<file path="src/rtl/l0_skew_fifo_array.sv">
// l0_skew_fifo_array: row-parallel L0 activation buffer, one FIFO lane per array row, parallel or diagonal-skewed pop.
// Latency: rd sampled at edge t -> o_valid in cycle t+2 (parallel) or t+2+k on lane k (skewed).
// Backpressure: o_ready = ~o_full; full-writes and empty-lane reads are dropped. Optional sticky o_err under L0_ERR_FLAG_EN.
module l0_skew_fifo_array #(
    parameter int row   = 8,
    parameter int bw    = 4,
    parameter int depth = 64
) (
    input  logic              clk,
    input  logic              reset,
    input  logic              wr,
    input  logic              rd,
    input  logic              mode,
    input  logic [row*bw-1:0] in,
    output logic [row*bw-1:0] out,
    output logic [row-1:0]    o_valid,
    output logic              o_full,
    output logic              o_ready,
    output logic              o_empty
`ifdef L0_ERR_FLAG_EN
    ,
    output logic              o_err
`endif
);

    localparam int AW = $clog2(depth);

    // Extra MSB on each pointer distinguishes full from empty when the low bits match.
    typedef logic [AW:0] ptr_t;
    localparam ptr_t PTR_ONE = ptr_t'(1);

    logic [bw-1:0]  r_mem [row][depth];
    ptr_t           r_wr_ptr [row];
    ptr_t           r_rd_ptr [row];
    logic [row-1:0] r_rd_en;
    logic           r_mode;

    logic [row-1:0] w_empty;
    logic [row-1:0] w_full;
    logic [row-1:0] w_pop;
    logic [row-1:0] w_rd_en_nxt;
    logic           w_wr_accept;
    logic           w_mode_load;

    // Per-lane flags from pre-edge pointers; a lane pops only if its enable is set and it still holds data.
    always_comb begin
        w_empty = '0;
        w_full  = '0;
        w_pop   = '0;
        for (int k = 0; k < row; k++) begin
            w_empty[k] = (r_wr_ptr[k] == r_rd_ptr[k]);
            w_full[k]  = (r_wr_ptr[k][AW] != r_rd_ptr[k][AW]) &&
                         (r_wr_ptr[k][AW-1:0] == r_rd_ptr[k][AW-1:0]);
            w_pop[k]   = r_rd_en[k] & ~w_empty[k];
        end
    end

    assign o_full      = |w_full;
    assign o_ready     = ~o_full;
    assign o_empty     = &w_empty;
    assign w_wr_accept = wr & o_ready;
    // Mode may only change when no request is pending and none is in flight.
    assign w_mode_load = ~rd & ~(|r_rd_en);

    // Next read enables: parallel arms every non-empty lane; skewed shifts the wavefront one lane per cycle,
    // dying at the first lane found empty.
    always_comb begin
        w_rd_en_nxt    = '0;
        w_rd_en_nxt[0] = rd & ~w_empty[0];
        for (int k = 1; k < row; k++) begin
            if (r_mode) begin
                w_rd_en_nxt[k] = r_rd_en[k-1] & ~w_empty[k];
            end else begin
                w_rd_en_nxt[k] = rd & ~w_empty[k];
            end
        end
    end

    // Read-enable pipeline and run-time mode register.
    always_ff @(posedge clk) begin
        if (reset) begin
            r_rd_en <= '0;
            r_mode  <= 1'b0;
        end else begin
            r_rd_en <= w_rd_en_nxt;
            if (w_mode_load) begin
                r_mode <= mode;
            end
        end
    end

    // Lane storage: all lanes take their slice of the input word together.
    always_ff @(posedge clk) begin
        if (w_wr_accept) begin
            for (int k = 0; k < row; k++) begin
                r_mem[k][r_wr_ptr[k][AW-1:0]] <= in[k*bw +: bw];
            end
        end
    end

    // Pointer update: writes gated by global full, reads by each lane's pop.
    always_ff @(posedge clk) begin
        if (reset) begin
            for (int k = 0; k < row; k++) begin
                r_wr_ptr[k] <= '0;
                r_rd_ptr[k] <= '0;
            end
        end else begin
            for (int k = 0; k < row; k++) begin
                if (w_wr_accept) begin
                    r_wr_ptr[k] <= r_wr_ptr[k] + PTR_ONE;
                end
                if (w_pop[k]) begin
                    r_rd_ptr[k] <= r_rd_ptr[k] + PTR_ONE;
                end
            end
        end
    end

    // Registered output: popped head per lane; idle lanes hold their last value.
    always_ff @(posedge clk) begin
        if (reset) begin
            out     <= '0;
            o_valid <= '0;
        end else begin
            o_valid <= w_pop;
            for (int k = 0; k < row; k++) begin
                if (w_pop[k]) begin
                    out[k*bw +: bw] <= r_mem[k][r_rd_ptr[k][AW-1:0]];
                end
            end
        end
    end

`ifdef L0_ERR_FLAG_EN
    logic r_err;

    // Sticky overflow/underflow flag, cleared only by reset.
    always_ff @(posedge clk) begin
        if (reset) begin
            r_err <= 1'b0;
        end else if ((wr & o_full) | (rd & o_empty)) begin
            r_err <= 1'b1;
        end
    end

    assign o_err = r_err;
`endif

endmodule
</file>
<file path="config.mk">
export PLATFORM = sky130hd
export DESIGN_NAME = l0_skew_fifo_array
export DESIGN_NICKNAME = d
export VERILOG_FILES = /design/src/rtl/l0_skew_fifo_array.sv
export SDC_FILE = /design/constraint.sdc
export NUM_CORES = 2
export LEC_CHECK = 0
export CORE_AREA = 2 2 393 395
export DETAILED_ROUTE_END_ITERATION = 16
export DIE_AREA = 0 0 395 397
export PLACE_DENSITY = 0.86
export SLEW_MARGIN = 20
export SYNTH_ARGS = -nofsm -noshare
export SYNTH_HDL_FRONTEND = slang
export SYNTH_SLANG_ARGS = --single-unit
</file>
<file path="constraint.sdc">
create_clock -name clk -period 7.3 [get_ports clk]
set_clock_uncertainty 0.15 [all_clocks]
set_input_delay 1.095 -clock clk [delete_from_list [all_inputs] [get_ports clk]]
set_output_delay 1.095 -clock clk [all_outputs]
set_load 0.01 [all_outputs]
</file>
==> flow_metrics.py <==
metrics = {
    "synth": {
        "netlist_top_cells_area": "sky130_fd_sc_hd__edfxtp_1 (71%), sky130_fd_sc_hd__mux4_2 (11%), sky130_fd_sc_hd__nor4_1 (3.9%)",
        "synth-edff-count": 2160,
        "synth_area_um2": 91100,
        "postSynthNetCount": 5061,
        "syn_avg_cell_area_um2": 18.2,
        "yosysWarningCount": 0,
        "synth_ff_type": "sky130_fd_sc_hd__edfxtp_1",
        "async_reset_ff_frac": 0,
        "ys_ff_latch": 2209,
        "top_cell_type_by_total_area_after_synthesis": "sky130_fd_sc_hd__edfxtp_1",
        "post_synth_num_cell_types": 67,
        "synth-seq-area-share": 0.723,
        "synth_top_cell_area_share": 0.712,
        "synth_cells": 5008,
    },
    "grt": {
        "first_global_vias": 51100,
        "grtUsageTotal": 0.271,
        "wire_length_of_the_first_global_routing_pass_um": 322000,
        "grt_antenna_before_repair": 6,
        "grt-ovfl-total": 0,
        "maximum_number_of_pins_on_one_net_before_global_route_repair": 196,
    },
    "cts": {
        "cts_num_sinks": 2209,
        "post-cts-setup-buffers": 0,
        "cts-root-to-sink-buffers": 3,
        "cts_resized": 0,
        "numCtsBuffers": 207,
        "clock_insertion_delay_worst_skew_ns": 0.86,
        "clockRootBuffer": "sky130_fd_sc_hd__clkbuf_16",
        "cts.reportedPaths.clkPinSlew_ns": 0.06,
        "hold_buffers": 0,
        "tritoncts": "done",
        "cts_htree_levels": 4,
    },
    "power": {
        "static-leakage-power_nw": 30.2,
        "cellPowerDensity_nw_per_um2": 289,
        "worst_ir_drop_vdd_mv": 0.247,
    },
    "timing": {
        "setup-tns-final_ns": 0,
        "layout_min_cycle_time_ns": 6.46,
        "max_freq_ghz": 0.155,
        "slew_viol_final": 0,
        "relSlewSlack": 0.214,
        "finalHoldViolCount": 0,
        "worst_slew_pin_slew_ns": 1.18,
        "setup_repair_after_global_routing_missed_its_margin": "false",
        "post-route-period-util": 0.886,
        "finalSetupViolations": 0,
    },
    "placed_design": {
        "place.detailed.hpwl_um": 121000,
        "port-buffer-count": 79,
        "dpl_cell_area_um2": 92900,
        "place.gp.congestion": 0.873,
    },
    "setup_path": {
        "worst_setup_path_endpoint": "o_empty",
        "path_buf_inv": 1,
        "worstSetupEndpointType": "primary output",
        "rrSetupSlack_ns": 2.22,
        "cp_slowest_cell": "sky130_fd_sc_hd__edfxtp_1",
        "cells_along_the_critical_path": "xor2_1 -> nor4_1 -> nand2_1 -> or4_1 -> nor4_1 -> clkdlybuf4s50_1",
        "crit_top_cell": "sky130_fd_sc_hd__nor4_1",
        "cp_top_family": "simple AND/OR/NAND/NOR gates",
        "critical_path.reg2reg.startpoint": "r_rd_ptr[0][7]",
        "worst-path-max-fanout": 24,
        "start_kind": "register",
        "timing.reg2reg.worst_path_depth": 7,
        "worstSetupPathDepth": 6,
        "setup.worst_path.start": "r_rd_ptr[0][15]",
        "crit_arrival_ns": 5.22,
        "timing.setup.critical_path_class": "reg -> out",
        "critical_path.max_stage_delay_ns": 0.95,
        "rr_endpoint": "r_mem[0][54]",
        "cp.required_ns": 6.05,
    },
    "final_layout": {
        "layout.area.seq_um2": 65800,
        "num-fill-cells": 9287,
        "design_area_um2": 100000,
        "multi_input_comb_area_um2": 23200,
        "finish.net_count": 5005,
        "drive_above_1_share": 0.176,
        "area_growth_pct": 9.74,
        "layout.core_utilization": 0.653,
    },
    "floorplan": {
        "rows": 144,
        "chipWidth_um": 395,
        "boundaryPins": 80,
        "start_util": 0.595,
        "fp.dieH_um": 397,
        "placeableCoreArea_um2": 153000,
        "floorplan_die_area_um2": 157000,
    },
    "worst_hold_path": {
        "holdCritPathClass": "reg -> reg",
    },
    "drt": {
        "routed_wirelength_um": 213000,
        "first_iter_violations": 7576,
        "detailroute.via_count": 50800,
        "antenna_violating_nets_post_route": 0,
        "post_drt_via_cell_ratio": 7.08,
        "drt_first_pass_iters": 7,
        "routed_wire_length_per_instance_um": 29.7,
        "remaining_drc_errors": 0,
    },
    "job": {
        "drv.max_cap_violation_count": 0,
    },
    "run_status": {
        "run_status": "complete, no violations",
    },
}
## registers in the layout, summed over array words and instances, names as in the netlist
name,flops
r_mode,1
r_wr_ptr,56
out,32
r_rd_en,8
r_mem,2048
r_rd_ptr,56
o_valid,8
## cell usage in the layout, fill, tap and decap left out, drive strengths merged, types with 17 or more instances in the layout
cell	synthesis	layout
or3b	18	18
and3	29	29
mux4	457	457
a31oi	17	17
clkinv	5	76
xor2	68	68
dfxtp	49	49
bufinv	0	25
xnor2	62	62
nand2	104	104
clkdlybuf4s50	0	45
o21ai	45	45
mux2i	224	224
clkbuf	120	268
nor3	46	46
nor2	148	148
a32o	30	30
o22ai	43	43
a21oi	51	51
a211oi	32	32
nand3	96	96
nand3b	28	28
o221ai	36	36
edfxtp	2160	2160
a22oi	37	37
or3	19	19
buf	285	95
nor4	572	572
inv	32	41
nor2b	35	35
## layout make-up
cell class / instances / area share
Antenna cell: 2 / 0.0000501
Inverter: 37 / 0.00139
Multi-Input combinational cell: 2357 / 0.232
Tap cell: 2044 / 0.0256
Clock inverter: 121 / 0.0136
Timing Repair Buffer: 140 / 0.0120
Clock buffer: 268 / 0.0562
Sequential cell: 2209 / 0.659
## layer usage
layer,vias up,GRT usage,wire length (µm)
met5,-,0,37
met4,6,0.101,7620
met3,560,0.0509,22300
met2,3787,0.442,106000
met1,25700,0.370,77000
li1,20800,-,-
## cell families after synthesis
| kind of cell | synth area share |
|---|---|
| flip-flops | 0.723 |
| AND/OR/NAND/NOR | 0.0742 |
| multiplexers | 0.139 |
| buffers and inverters | 0.0227 |
| AO/OA/AOI/OAI | 0.0264 |
| XOR/XNOR | 0.0125 |
| adder cells (fa/ha/maj) | 0.00220 |
## how the worst min path moves through the flow
stage / from / to / cells after the start
6_report: out[8] / out[8] / 1
5_1_grt: out[8] / out[8] / 1
4_1_cts: out[8] / out[8] / 1
3_5_place_dp: out[8] / out[8] / 1
3_3_place_gp: out[16] / out[16] / 2
2_1_floorplan: out[13] / out[13] / 2
## Yosys cell counts (30+ instances only)
master,count
sky130_fd_sc_hd__edfxtp_1,2160
sky130_fd_sc_hd__nor4_1,572
sky130_fd_sc_hd__mux4_2,446
sky130_fd_sc_hd__mux2i_1,224
sky130_fd_sc_hd__buf_2,200
sky130_fd_sc_hd__nor2_1,148
sky130_fd_sc_hd__clkbuf_1,117
sky130_fd_sc_hd__nand2_1,104
sky130_fd_sc_hd__nand3_1,96
sky130_fd_sc_hd__xor2_1,68
sky130_fd_sc_hd__xnor2_1,62
sky130_fd_sc_hd__buf_1,57
sky130_fd_sc_hd__a21oi_1,51
sky130_fd_sc_hd__dfxtp_1,49
sky130_fd_sc_hd__nor3_1,46
sky130_fd_sc_hd__o21ai_0,45
sky130_fd_sc_hd__o22ai_1,43
sky130_fd_sc_hd__a22oi_1,37
sky130_fd_sc_hd__o221ai_1,36
sky130_fd_sc_hd__nor2b_1,35
sky130_fd_sc_hd__a211oi_1,32
sky130_fd_sc_hd__a32o_1,30
## report_power, final
group	switching (W)	internal, W
Clock	0.00474	0.00633
Sequential	0.000380	0.0143
Combinational	0.00217	0.00104
## per-stage QoR
stage               total power, W  worst slack (ns)  std cells  hold WS, ns
floorplan                   0.0169             0.689       5008        0.326
global placement            0.0179              2.01       6786        0.346
detailed placement          0.0180              1.99       6787        0.319
CTS                         0.0289             0.916       7176        0.337
global route                0.0296             0.780       7176        0.362
finish                      0.0289             0.836       7178        0.344
Power figures use the tool's default switching activity.
